===== src/rtl/mem_pkg.sv =====
// Shared types and constants for the CPU-to-memory sequencing front-end.
package mem_pkg;

    typedef logic [15:0] word_t;

    typedef enum logic [1:0] {
        IDLE,
        ACCESS,
        RESP
    } state_t;

    localparam int MEM_DEPTH = 500;
    localparam int MAX_WAIT  = 15;

endpackage


===== src/rtl/mem_ctrl_if.sv =====
// CPU request/response handshake plus the memory strobe bus, as seen by mem_ctrl.
interface mem_ctrl_if;
    import mem_pkg::*;

    logic  req;
    logic  wr;
    word_t cpu_addr;
    word_t cpu_wdata;
    logic  busy;
    logic  done;
    logic  err;
    word_t rdata;
    word_t mem_addr;
    word_t mem_datain;
    logic  mem_re;
    logic  mem_we;
    word_t mem_dataout;

    modport master (
        output req, wr, cpu_addr, cpu_wdata, mem_dataout,
        input  busy, done, err, rdata, mem_addr, mem_datain, mem_re, mem_we
    );

    modport slave (
        input  req, wr, cpu_addr, cpu_wdata, mem_dataout,
        output busy, done, err, rdata, mem_addr, mem_datain, mem_re, mem_we
    );

endinterface


===== src/rtl/mem_ctrl.sv =====
// Single-request load/store sequencer: latches a CPU request, holds the memory
// strobe for WAIT_CYCLES cycles, captures load data and reports done/err.
module mem_ctrl
    import mem_pkg::*;
#(
    parameter int DEPTH       = MEM_DEPTH,
    parameter int WAIT_CYCLES = 1
) (
    input  logic       clk,
    input  logic       reset,
    mem_ctrl_if.slave  bus
);

    localparam logic [3:0] LOAD_CNT = 4'(WAIT_CYCLES - 1);

    state_t     r_state;
    state_t     w_next_state;
    logic [3:0] r_count;
    word_t      r_addr;
    word_t      r_wdata;
    logic       r_wr;
    logic       r_err;
    word_t      r_rdata;
    logic       w_in_range;

    // Widen before comparing so 16'hFFFF can never alias into range.
    assign w_in_range = 32'(bus.cpu_addr) < DEPTH;

    always_comb begin
        w_next_state = r_state;
        case (r_state)
            IDLE:    if (bus.req) w_next_state = w_in_range ? ACCESS : RESP;
            ACCESS:  if (r_count == 4'd0) w_next_state = RESP;
            RESP:    w_next_state = IDLE;
            default: w_next_state = IDLE;
        endcase
    end

    // NOTE: all state uses non-blocking assignments so every register samples
    // pre-edge values; blocking here would create order-dependent simulation.
    always_ff @(posedge clk) begin
        if (reset) r_state <= IDLE;
        else       r_state <= w_next_state;
    end

    always_ff @(posedge clk) begin
        if (reset) begin
            r_count <= '0;
            r_addr  <= '0;
            r_wdata <= '0;
            r_wr    <= 1'b0;
            r_err   <= 1'b0;
            r_rdata <= '0;
        end else begin
            case (r_state)
                IDLE: begin
                    if (bus.req) begin
                        if (w_in_range) begin
                            r_addr  <= bus.cpu_addr;
                            r_wdata <= bus.cpu_wdata;
                            r_wr    <= bus.wr;
                            r_count <= LOAD_CNT;
                            r_err   <= 1'b0;
                        end else begin
                            r_err   <= 1'b1;
                        end
                    end
                end
                ACCESS: begin
                    r_count <= r_count - 4'd1;
                    if (r_count == 4'd0 && !r_wr) r_rdata <= bus.mem_dataout;
                end
                default: ;
            endcase
        end
    end

    // Strobes decode from registered state only, so re and we stay exclusive.
    assign bus.busy       = (r_state != IDLE);
    assign bus.done       = (r_state == RESP);
    assign bus.err        = (r_state == RESP) && r_err;
    assign bus.mem_re     = (r_state == ACCESS) && !r_wr;
    assign bus.mem_we     = (r_state == ACCESS) && r_wr;
    assign bus.mem_addr   = r_addr;
    assign bus.mem_datain = r_wdata;
    assign bus.rdata      = r_rdata;

endmodule


===== src/flat_wrapper.sv =====
// flat-port wrapper written by rule: the top's interface ports become plain ports
module mem_ctrl_flat import mem_pkg::*;
#(
    parameter int DEPTH       = MEM_DEPTH,
    parameter int WAIT_CYCLES = 1
)
  (clk, reset, bus_req, bus_wr, bus_cpu_addr, bus_cpu_wdata, bus_mem_dataout, bus_busy, bus_done, bus_err, bus_rdata, bus_mem_addr, bus_mem_datain, bus_mem_re, bus_mem_we);
  mem_ctrl_if bus_i ();
  input  logic clk;
  input  logic reset;
  input wire logic [$bits(bus_i.req)-1:0] bus_req;
  input wire logic [$bits(bus_i.wr)-1:0] bus_wr;
  input wire logic [$bits(bus_i.cpu_addr)-1:0] bus_cpu_addr;
  input wire logic [$bits(bus_i.cpu_wdata)-1:0] bus_cpu_wdata;
  input wire logic [$bits(bus_i.mem_dataout)-1:0] bus_mem_dataout;
  output wire logic [$bits(bus_i.busy)-1:0] bus_busy;
  output wire logic [$bits(bus_i.done)-1:0] bus_done;
  output wire logic [$bits(bus_i.err)-1:0] bus_err;
  output wire logic [$bits(bus_i.rdata)-1:0] bus_rdata;
  output wire logic [$bits(bus_i.mem_addr)-1:0] bus_mem_addr;
  output wire logic [$bits(bus_i.mem_datain)-1:0] bus_mem_datain;
  output wire logic [$bits(bus_i.mem_re)-1:0] bus_mem_re;
  output wire logic [$bits(bus_i.mem_we)-1:0] bus_mem_we;
  assign bus_i.req = bus_req;
  assign bus_i.wr = bus_wr;
  assign bus_i.cpu_addr = bus_cpu_addr;
  assign bus_i.cpu_wdata = bus_cpu_wdata;
  assign bus_i.mem_dataout = bus_mem_dataout;
  assign bus_busy = bus_i.busy;
  assign bus_done = bus_i.done;
  assign bus_err = bus_i.err;
  assign bus_rdata = bus_i.rdata;
  assign bus_mem_addr = bus_i.mem_addr;
  assign bus_mem_datain = bus_i.mem_datain;
  assign bus_mem_re = bus_i.mem_re;
  assign bus_mem_we = bus_i.mem_we;
  mem_ctrl #(.DEPTH(DEPTH), .WAIT_CYCLES(WAIT_CYCLES)) u_core (.clk(clk), .reset(reset), .bus(bus_i));
endmodule

===== config.mk =====
export PLATFORM = sky130hd
export DESIGN_NAME = mem_ctrl_flat
export DESIGN_NICKNAME = d
export VERILOG_FILES = /design/src/rtl/mem_pkg.sv /design/src/rtl/mem_ctrl_if.sv /design/src/rtl/mem_ctrl.sv /design/src/flat_wrapper.sv
export SDC_FILE = /design/constraint.sdc
export NUM_CORES = 1
export LEC_CHECK = 0
export ABC_CLOCK_PERIOD_IN_PS = 3700
export CAP_MARGIN = 20
export CORE_MARGIN = 1.5
export CORE_UTILIZATION = 25
export CTS_CLUSTER_SIZE = 10
export DETAILED_ROUTE_END_ITERATION = 6
export GPL_TIMING_DRIVEN = 0
export HOLD_SLACK_MARGIN = 0.15
export SLEW_MARGIN = 20
export SYNTH_ARGS = -nofsm -noshare
export SYNTH_HDL_FRONTEND = slang
export SYNTH_SLANG_ARGS = --single-unit

===== constraint.sdc =====
create_clock -name clk -period 3.7 [get_ports clk]
set_clock_uncertainty 0.1 [all_clocks]
set_input_delay 0.37 -clock clk [delete_from_list [all_inputs] [get_ports clk]]
set_output_delay 0.37 -clock clk [all_outputs]
set_load 0.02 [all_outputs]

* Word-level counts from Yosys, hierarchy flattened
Cells that the tools add are included.
** Word-level totals
- Register bits :: 56
- Logic and storage cells :: 36
- Output and inout bits :: 53
** Cells by class
- Add/subtract/negate cells :: 1
- Equality and inequality tests :: 5
- Mux-type cells :: 8
- Magnitude comparators :: 1
- Reductions and logical operators :: 14
** Operators by type and width (number)
- 16-bit by 9-bit less-than comparator with 1-bit output, second input constant :: 1
- 4-bit two-way mux :: 2
- 4-bit one-hot mux with 2 select lines :: 1
- 2-bit two-way mux :: 3
- 2-bit AND reduction :: 3
- 3-bit AND reduction :: 2
- 1-bit logical AND :: 4
- 4-bit logical NOT :: 1
- 2-bit by 1-bit != test with 1-bit output, second input constant :: 2
- 2-bit one-hot mux with 2 select lines :: 1
- 2-bit nonzero test :: 2
- 4-bit by 1-bit subtractor with 4-bit output, second input constant :: 1
- 2-bit by 1-bit == test with 1-bit output, second input constant :: 1
- 2-bit == test, second input constant :: 1
- 2-bit logical NOT :: 1
- 2-bit != test, second input constant :: 1
- 1-bit logical NOT :: 1
- 1-bit two-way mux :: 1

* Longest topological paths before layout
Gate-level depths: netlist of the first run.
- Depth in word-level cells :: 4
- Gate-level depth with buffers :: 7
- Depth with buffers taken out :: 6

* Least setup slack after synthesis of the first run
OpenSTA, ideal clock, no wires.
- Path type :: register to register
- From :: register u_core.r_state[0]
- To :: register u_core.r_rdata[0] (netlist: u_core.bus.rdata[0])
- Data arrival time :: 1647 ps
- Cell stages (with the launch flop) :: 6
- Period minus slack after synthesis :: 1874 ps
- Setup slack :: 1826 ps
- Required time :: 3472 ps
- Cells stage by stage :: dfxtp_1 > nor3b_1 > nand2_2 > buf_6 > mux2i_1 > nor2_1
** On the way
- Word-level cells in the longest chain between the ends :: 2
** Ends and longest elaborated chain
- start, declared :: line mem_ctrl.sv:16 : state_t r_state;
- start signal, assigned :: line mem_ctrl.sv:43 : else r_state <= w_next_state;
- 2-bit by 1-bit == test with 1-bit output :: line mem_ctrl.sv:55 : case (r_state)
- 2-bit AND reduction (no line)
- end signal, assigned :: line mem_ctrl.sv:71 : if (r_count == 4'd0 && !r_wr) r_rdata <= bus.mem_dataout;
- end, declared :: line mem_ctrl.sv:23 : word_t r_rdata;
No other way between the ends.
A chain may end at the register's enable or synchronous reset.

* Worst setup path after layout of the first run
- From :: register u_core.r_state[1]
- To :: output bus_err
** On the way
- Word-level cells in the longest chain between the ends :: 2
** Ends and longest elaborated chain
- 2-bit == test :: line mem_ctrl.sv:81 : assign bus.err = (r_state == RESP) && r_err;
- 1-bit logical AND :: line mem_ctrl.sv:81
- end, declared :: line flat_wrapper.sv:18 : output wire logic [$bits(bus_i.err)-1:0] bus_err;
No other way between the ends.

==> results of run 1 <==
[cell usage after synthesis (all sizes together) (2+ instances only)]
cell type  instances  share of area
mux2               2         0.0093
ha                 2          0.010
o2bb2ai            2         0.0073
a21bo              2         0.0083
nand2b            52           0.13
a22oi              2         0.0062
nor3               3         0.0062
nor2b              2         0.0052
nand2              3         0.0057
buf                6          0.034
nor4               2          0.010
nor4b              2         0.0073
nor3b             10          0.031
mux2i             42           0.17
nor2              22          0.034
clkbuf            10          0.016
o21ai              2         0.0041
a21oi              3         0.0062
inv                4         0.0062
dfxtp             56           0.46
[through the flow]
step	utilization	worst slack, ns	hold slack [ns]	area [um2]
2_1_floorplan	-	1.83	0.357	2420
3_3_place_gp	0.390	1.42	0.359	3620
3_5_place_dp	0.390	1.41	0.365	3620
4_1_cts	0.399	1.19	0.384	3710
5_1_grt	0.399	1.01	0.401	3710
6_report	0.399	1.18	0.378	3710
[cells by family after synthesis]
family,synth area share
AND/OR/NAND/NOR,0.243
flip-flops,0.464
buffers and inverters,0.0559
AO/OA/AOI/OAI,0.0430
adder cells (fa/ha/maj),0.0104
multiplexers,0.183
[worst register-to-register path, stage by stage, from the launching register on]
cell and delay, ns:
dfxtp_1 0.36, inv_1 0.09, ha_1 0.14, nor3b_1 0.40, nand2_2 0.27, buf_6 0.23
mux2i_1 0.16, nor2_1 0.05
[layer usage]
metal,share of wire,global-route usage
met5,0,0
met4,0,0.0342
met3,0.045,0.0269
met2,0.51,0.211
met1,0.45,0.155
[sequential cells by signal (all words and copies together) (netlist names)]
name / cells
u_core.bus.mem_addr: 16
u_core.bus.mem_datain: 16
u_core.bus.rdata: 16
u_core.r_count: 4
u_core.r_state: 2
u_core.r_err: 1
u_core.r_wr: 1
[path summary, 6_finish.rpt]
check,from,endpoint,cells past startpoint
worst max-delay path,u_core.r_state[1]$_SDFFE_PP0P_,bus_err,4
worst min-delay path,u_core.bus.mem_datain[9]$_SDFFE_PP0P_,u_core.bus.mem_datain[9]$_SDFFE_PP0P_,2
worst max register to register,u_core.r_count[0]$_SDFFE_PP0P_,u_core.bus.rdata[13]$_SDFFE_PP0P_,7
worst min register to register,u_core.bus.mem_datain[9]$_SDFFE_PP0P_,u_core.bus.mem_datain[9]$_SDFFE_PP0P_,2
[power groups by stage]
stage          combinational (W)  sequential (W)  clock, W
2_1_floorplan          0.0000387        0.000621         0
3_3_place_gp            0.000110        0.000620         0
3_5_place_dp            0.000111        0.000620         0
4_1_cts                 0.000111        0.000606  0.000364
5_1_grt                 0.000119        0.000607  0.000388
6_report                0.000109        0.000606  0.000341
[cell usage in the layout, fill, tap and decap left out, types with 3 or more instances in the layout]
master	count
clkdlybuf4s50_1	104
dfxtp_1	56
nand2b_1	52
mux2i_1	42
nor2_1	22
clkbuf_1	10
nor3b_1	10
clkbuf_8	5
inv_1	4
nor3_1	3
a21oi_1	3
[cell type report]
type | count | area share
buffer | 16 | 0.0324
clock buffer | 5 | 0.0186
clock inverter | 3 | 0.00574
inverter | 4 | 0.00405
multi-input combinational | 159 | 0.313
sequential | 56 | 0.302
tap | 129 | 0.0435
timing repair buffer | 104 | 0.281
==> flow_metrics.tcl, run 1 <==
set metrics [dict create \
    outcome "finished, final reports clean" \
    drv_slew 0 \
    pwr-share-seq 0.574 \
    slew-limit-headroom 0.688 \
    cp.arrival_ns 2.05 \
    p_clk_frac 0.323 \
    grt_first_pass_wirelength_um 9900 \
    path_class "reg -> out" \
    finalSetupViolCount 0 \
    fin_crit_sh 0.682 \
    worstPathMaxFanout 10 \
    clkLatencyLatePin_ns 0.31 \
    crit_chain "clkbuf_1, nor2b_1, and2_1, clkdlybuf4s50_1" \
    dr.pass1.iters 4 \
    cts_root_buf "clkbuf_8" \
    hold_buffers 0 \
    r2r_slack_ns 1.78 \
    drtAntennaViolNets 0 \
    cts_max_level 2 \
    routed_via_density 4.13 \
    powerDensity_mw_per_mm2 285 \
    cts-resized-gates 0 \
    syn_avg_cell_area_um2 10.3 \
    pwr-share-comb 0.104 \
    nFillCells 957 \
    synth_nets 289 \
    antenna_cells 0 \
    die_area_mm2 0.0103 \
    fin_crit_ns 2.52 \
    worst_path_max_delay_cell "clkdlybuf4s50_1" \
    end_kind "output pin" \
    tns_ns 0 \
    start_kind "flip-flop" \
    yosysUniqueCellTypes 30 \
    final_layout_size_suffix_gt1_frac 0.0634 \
    dp_hpwl_um 4680 \
    p_sw_frac 0.233 \
    wl_per_cell_um 12.8 \
    core-area_mm2 0.00928 \
    cts_inserted_buffers 5 \
    synth_area_mm2 0.00242 \
    gp_congestion 0.699 \
    start_util 0.260 \
    place_inst 468 \
    static-leakage-power_nw 1.37 \
    cts.sinks 56 \
    hold_path.class "reg -> reg" \
    maxCapViolCount 0 \
    antenna_found_initial 0 \
    p_switching_w 0.000246 \
    total_power_w 0.00106 \
    die_w_um 101 \
    tightest_slew_ns 0.468 \
    seq_area_mm2 0.00112 \
    path_delay_family "buffers and inverters" \
    ir_worst_vdd_v 0.000128 \
    rsz0062_at_grt "no" \
    grt_usage 0.123 \
    die-height_um 101 \
    wirelength_um 6100 \
    seq_area_frac_synth 0.464 \
    post_cts_buffers 0 \
    syn_inst 235 \
    internal_power_w 0.000811 \
    core.rowCount 35 \
    yosys_warnings 0 \
    clock_path_buffers 2 \
    slowest_delay_ns 0.61 \
    fin_cells 476 \
    cts_tree "done" \
    vias 1965 \
    worst-path-buf-inv 2 \
    areaGrowthSynthToFinish_pct 53.5 \
    cts.clk_slew.worst_paths_ns 0.11 \
    io_pins 105 \
    timing.fmax_mhz 397 \
    synth_edf_count 0 \
    synthFlopType "dfxtp_1" \
    portBuffers 104 \
    hold_viol 0 \
    drc_errors 0 \
    drt_iter0_drc 42 \
    synthArstFlopShare 0 \
    grt_start_max_net_pins 19 \
    grt.overflow.total 0 \
    grt_pass1_vias 2022 \
    synth_seq_cells 56 \
    fin_nets 400 \
    cp_data_required_time_ns 3.23 \
    multiInputGateArea_mm2 0.00116 \
]
Power figures use the tool's default switching activity.
==> run 2: changes to the inputs <==
--- a/config.mk
+++ b/config.mk
@@ -5,7 +5,7 @@
 export SDC_FILE = /design/constraint.sdc
 export NUM_CORES = 1
 export LEC_CHECK = 0
-export ABC_CLOCK_PERIOD_IN_PS = 3700
+export ABC_CLOCK_PERIOD_IN_PS = 2300
 export CAP_MARGIN = 20
 export CORE_MARGIN = 1.5
 export CORE_UTILIZATION = 25
==> constraint.sdc (replaced) <==
create_clock -name clk -period 2.3 [get_ports clk]
set_clock_uncertainty 0.1 [all_clocks]
set_input_delay 0.23 -clock clk [delete_from_list [all_inputs] [get_ports clk]]
set_output_delay 0.23 -clock clk [all_outputs]
set_load 0.02 [all_outputs]
==> run 2 against run 1 <==
Sequential cell count unchanged. Critical path depth unchanged. Critical endpoint unchanged. Hold slack about the same. Largest power group unchanged. Final area about the same. Clock-buffer cell count unchanged. Register-to-register slack got worse by 1.4 ns.
==> flow_metrics.tcl, run 2 (synthesis gave the netlist of run 1 again) <==
set metrics [dict create \
    core-area_mm2 0.00928 \
    tns_ns 0 \
    start_kind "flip-flop" \
    crit_chain "buf_1, nor2b_1, and2_1, clkdlybuf4s50_1" \
    drv_slew 0 \
    vias 1965 \
    cts.sinks 56 \
    clkLatencyLatePin_ns 0.31 \
    fin_nets 399 \
    cts_tree "done" \
    tightest_slew_ns 0.471 \
    cts_max_level 2 \
    maxCapViolCount 0 \
    end_kind "output pin" \
    areaGrowthSynthToFinish_pct 53.4 \
    cts_inserted_buffers 5 \
    drtAntennaViolNets 0 \
    wirelength_um 6110 \
    utilization 0.399 \
    layout_commonest_cell "clkdlybuf4s50_1" \
    finalSetupViolCount 0 \
    die-height_um 101 \
    powerDensity_mw_per_mm2 459 \
    cp.arrival_ns 1.82 \
    met1_usage 0.155 \
    gp_congestion 0.699 \
    cp_data_required_time_ns 1.97 \
    fin_crit_sh 0.935 \
    start_util 0.260 \
    worst_path_max_delay_cell "clkdlybuf4s50_1" \
    grt_usage 0.122 \
    top_usage_layer "met2" \
    drt_iter0_drc 42 \
    static-leakage-power_nw 1.37 \
    grt.overflow.total 0 \
    core.rowCount 35 \
    path_class "reg -> out" \
    dp_hpwl_um 4680 \
    nFillCells 959 \
    seq_area_mm2 0.00112 \
    use_met3 0.0269 \
    cts_root_buf "clkbuf_8" \
    grt_pass1_vias 2016 \
    worstPathMaxFanout 10 \
    multiInputGateArea_mm2 0.00116 \
    io_pins 105 \
    dr.pass1.iters 4 \
    rsz0062_at_grt "no" \
    die_w_um 101 \
    outcome "finished, final reports clean" \
    place_inst 468 \
    met2_usage 0.210 \
    antenna_found_initial 0 \
    slew-limit-headroom 0.686 \
    timing.fmax_mhz 465 \
    hold_buffers 0 \
    clock_path_buffers 2 \
    hold_path.class "reg -> reg" \
    grt_first_pass_wirelength_um 9890 \
    portBuffers 104 \
    whs_ns 0.378 \
    die_area_mm2 0.0103 \
    antenna_cells 0 \
    fin_cells 475 \
    drc_errors 0 \
    r2r_slack_ns 0.39 \
    layout_common_cells "clkdlybuf4s50_1, dfxtp_1, nand2b_1" \
    wl_per_cell_um 12.9 \
    fin_crit_ns 2.15 \
    final_layout_size_suffix_gt1_frac 0.0665 \
    routed_via_density 4.14 \
    slowest_delay_ns 0.54 \
    ir_worst_vdd_v 0.000207 \
    cts.clk_slew.worst_paths_ns 0.11 \
    hold_viol 0 \
    grt_start_max_net_pins 19 \
]
-- run 2: cell types whose count changed in the layout (fill, tap and decap cells not counted) --
cell / change
dfxtp_1: -1
buf_1: +1
clkbuf_1: -2
dfxtp_2: +1
-- run 2: final cells by class --
class / count / share of cell area
buffer: 15 / 0.0314
multi-input combinational: 159 / 0.313
sequential: 56 / 0.303
inverter: 4 / 0.00405
clock buffer: 5 / 0.0186
tap: 129 / 0.0436
timing repair buffer: 104 / 0.281
clock inverter: 3 / 0.00574
-- run 2: repair_timing --
action	4_1_cts	5_1_grt
resized for setup	0	2
setup buffers	0	0
setup endpoints to repair	1	1
endpoints found under the hold margin	0	0
-- run 2: metrics by stage --
| stage | area, um2 | total power [W] | setup slack [ns] |
|---|---|---|---|
| 2_1_floorplan | 2420 | 0.00106 | 0.426 |
| 3_3_place_gp | 3620 | 0.00118 | 0.165 |
| 3_5_place_dp | 3620 | 0.00118 | 0.145 |
| 4_1_cts | 3700 | 0.00174 | 0.0960 |
| 5_1_grt | 3710 | 0.00179 | 0.00534 |
| 6_report | 3710 | 0.00170 | 0.149 |
-- run 2: path summary, 6_finish.rpt --
path / to / start / cells after the start
max reg2reg: u_core.bus.rdata[13]$_SDFFE_PP0P_ / u_core.r_count[0]$_SDFFE_PP0P_ / 7
max: bus_err / u_core.r_state[0]$_SDFFE_PP0P_ / 4
min reg2reg: u_core.bus.mem_datain[9]$_SDFFE_PP0P_ / u_core.bus.mem_datain[9]$_SDFFE_PP0P_ / 2
min: u_core.bus.mem_datain[9]$_SDFFE_PP0P_ / u_core.bus.mem_datain[9]$_SDFFE_PP0P_ / 2
-- run 2: power breakdown --
part | switching, W | internal [W]
Sequential | 0.00000495 | 0.000973
Clock | 0.000334 | 0.000217
Combinational | 0.0000589 | 0.000114
Total | 0.000398 | 0.00130
-- run 2: worst max-delay path, delay by kind of cell (launching register included) --
family        cells  cell delay (ns)
simple gates      2             0.28
buf+inv           2             0.87
flops             1             0.36
-- run 2: routing by layer --
| layer | up-vias | routed length [um] | share of wire |
|---|---|---|---|
| met1 | 915 | 2740 | 0.45 |
| met4 | 0 | 8 | 0.0013 |
| met5 | - | 0 | 0 |
| met2 | 45 | 3090 | 0.51 |
| met3 | 2 | 274 | 0.045 |
| li1 | 1003 | - | - |
==> run 3: changes to the inputs <==
--- a/config.mk
+++ b/config.mk
@@ -7,7 +7,6 @@
 export LEC_CHECK = 0
 export ABC_CLOCK_PERIOD_IN_PS = 2300
 export CAP_MARGIN = 20
-export CORE_MARGIN = 1.5
 export CORE_UTILIZATION = 25
 export CTS_CLUSTER_SIZE = 10
 export DETAILED_ROUTE_END_ITERATION = 6
==> run 3 against run 2 <==
Wire length fell by 1.1%. Fmax is 1.5% lower. Clock-buffer cell count unchanged. Clock power up 24%. Largest cell class unchanged. Largest power group unchanged.
==> flow_metrics.tcl, run 3 (synthesis gave the netlist of run 1 again) <==
set metrics [dict create \
    placed_area_mm2 0.00362 \
    grt_usage 0.121 \
    portBuffers 104 \
    dr.pass1.iters 4 \
    static-leakage-power_nw 1.39 \
    hold_path.class "in -> reg" \
    top_usage_layer "met2" \
    use_met3 0.0299 \
    final_cell_area_mm2 0.00373 \
    start_util 0.260 \
    layout_commonest_cell "clkdlybuf4s50_1" \
    start_kind "flip-flop" \
    drc_errors 0 \
    final_layout_size_suffix_gt1_frac 0.0665 \
    grt_pass1_vias 2061 \
    powerDensity_mw_per_mm2 490 \
    core.rowCount 35 \
    nFillCells 957 \
    timing.fmax_mhz 458 \
    clkLatencyLatePin_ns 0.31 \
    tns_ns 0 \
    drtAntennaViolNets 0 \
    worst_path_max_delay_cell "clkdlybuf4s50_1" \
    drv_slew 0 \
    slew-limit-headroom 0.671 \
    layout_common_cells "clkdlybuf4s50_1, dfxtp_1, nand2b_1" \
    core-area_mm2 0.00928 \
    cts_max_level 2 \
    tightest_slew_ns 0.494 \
    vias 1971 \
    worstPathMaxFanout 10 \
    cp.arrival_ns 1.85 \
    whs_ns 0.376 \
    met1_usage 0.157 \
    gp_congestion 0.727 \
    hold_buffers 0 \
    met2_usage 0.200 \
    outcome "finished, final reports clean" \
    antenna_cells 0 \
    rsz0062_at_grt "no" \
    end_kind "output pin" \
    routed_via_density 4.15 \
    path_class "reg -> out" \
    cts_tree "done" \
    grt_start_max_net_pins 20 \
    wirelength_um 6040 \
    worst-path-buf-inv 2 \
    ir_worst_vdd_v 0.000248 \
    crit_chain "clkbuf_1, and3b_1, clkdlybuf4s50_1" \
    antenna_found_initial 0 \
    cts.sinks 56 \
    fin_crit_sh 0.949 \
    post_cts_buffers 0 \
    io_pins 105 \
    maxCapViolCount 0 \
    cp_data_required_time_ns 1.97 \
    grt_first_pass_wirelength_um 9690 \
    drt_iter0_drc 30 \
    cts.clk_slew.worst_paths_ns 0.11 \
    wl_per_cell_um 12.7 \
    total_power_w 0.00183 \
    cts_inserted_buffers 5 \
    hold_viol 0 \
    slowest_delay_ns 0.60 \
    dp_hpwl_um 4490 \
    fin_nets 399 \
    cts_root_buf "clkbuf_8" \
    fin_crit_ns 2.18 \
    areaGrowthSynthToFinish_pct 54.6 \
    grt.overflow.total 0 \
    finalSetupViolCount 0 \
    die-height_um 100 \
    die_w_um 100 \
    clock_path_buffers 2 \
    die_area_mm2 0.0101 \
    path_delay_family "buffers and inverters" \
]
==> run 3: changes by cell type in the layout (fill, tap and decap cells not counted) <==
cell and delta:
buf_1 -1, inv_8 +1, clkbuf_1 +1, bufinv_16 +1, clkinvlp_4 -1, clkinv_2 -1
==> run 3: timing repair <==
action                     in CTS  in global routing
setup endpoints to repair       1                  1
gates resized for setup         0                  1
pin swaps                       0                  0
==> run 3: final timing paths <==
kind / start / end / slack [ns] / depth (start not counted)
worst max register to register: u_core.r_count[0]$_SDFFE_PP0P_ / u_core.bus.rdata[2]$_SDFFE_PP0P_ / 0.40 / 7
worst min-delay path: bus_cpu_wdata[3] / u_core.bus.mem_datain[3]$_SDFFE_PP0P_ / 0.38 / 3
worst max-delay path: u_core.r_state[0]$_SDFFE_PP0P_ / bus_mem_we / 0.12 / 3
worst min register to register: u_core.bus.mem_addr[10]$_SDFFE_PP0P_ / u_core.bus.mem_addr[10]$_SDFFE_PP0P_ / 0.38 / 1
==> run 3: worst reg2reg max path, cell delays in order (launching register included) <==
cell and delay (ns):
dfxtp_1 0.36, inv_1 0.09, ha_1 0.14, nor3b_1 0.41
nand2_2 0.25, buf_6 0.22, mux2i_1 0.17, nor2_1 0.05
==> run 3: layer usage <==
layer  vias to the layer above  wire length (um)  part of all wire
met3                         6               303             0.050
met1                       914              2850              0.47
met2                        54              2800              0.46
met4                         0                84             0.014
li1                        997                 -                 -
met5                         -                 0                 0
==> run 3: final cells by class <==
type | instances | area, um2 | share of cell area
clock buffers | 5 | 68.8 | 0.0184
inverters | 4 | 15.0 | 0.00402
flip-flops and latches | 56 | 1120 | 0.301
clock inverters | 3 | 50.0 | 0.0134
multi-input cells | 159 | 1160 | 0.311
well taps | 129 | 161 | 0.0432
repair buffers | 104 | 1040 | 0.279
plain buffers | 15 | 116 | 0.0312
==> run 3: through the flow <==
stage                     setup slack (ns)   util  instances
final                                0.117  0.402        475
after global routing               0.00166  0.402        475
after CTS                            0.111  0.402        475
after detailed placement             0.110  0.390        468
after global placement               0.161  0.390        468
after floorplan                      0.426      -        235
==> run 3: where the power goes <==
part           internal (W)  total, W  switching [W]
Sequential         0.000973  0.000978     0.00000490
Clock              0.000336  0.000681       0.000345
Combinational      0.000114  0.000173      0.0000588
Total               0.00142   0.00183       0.000408
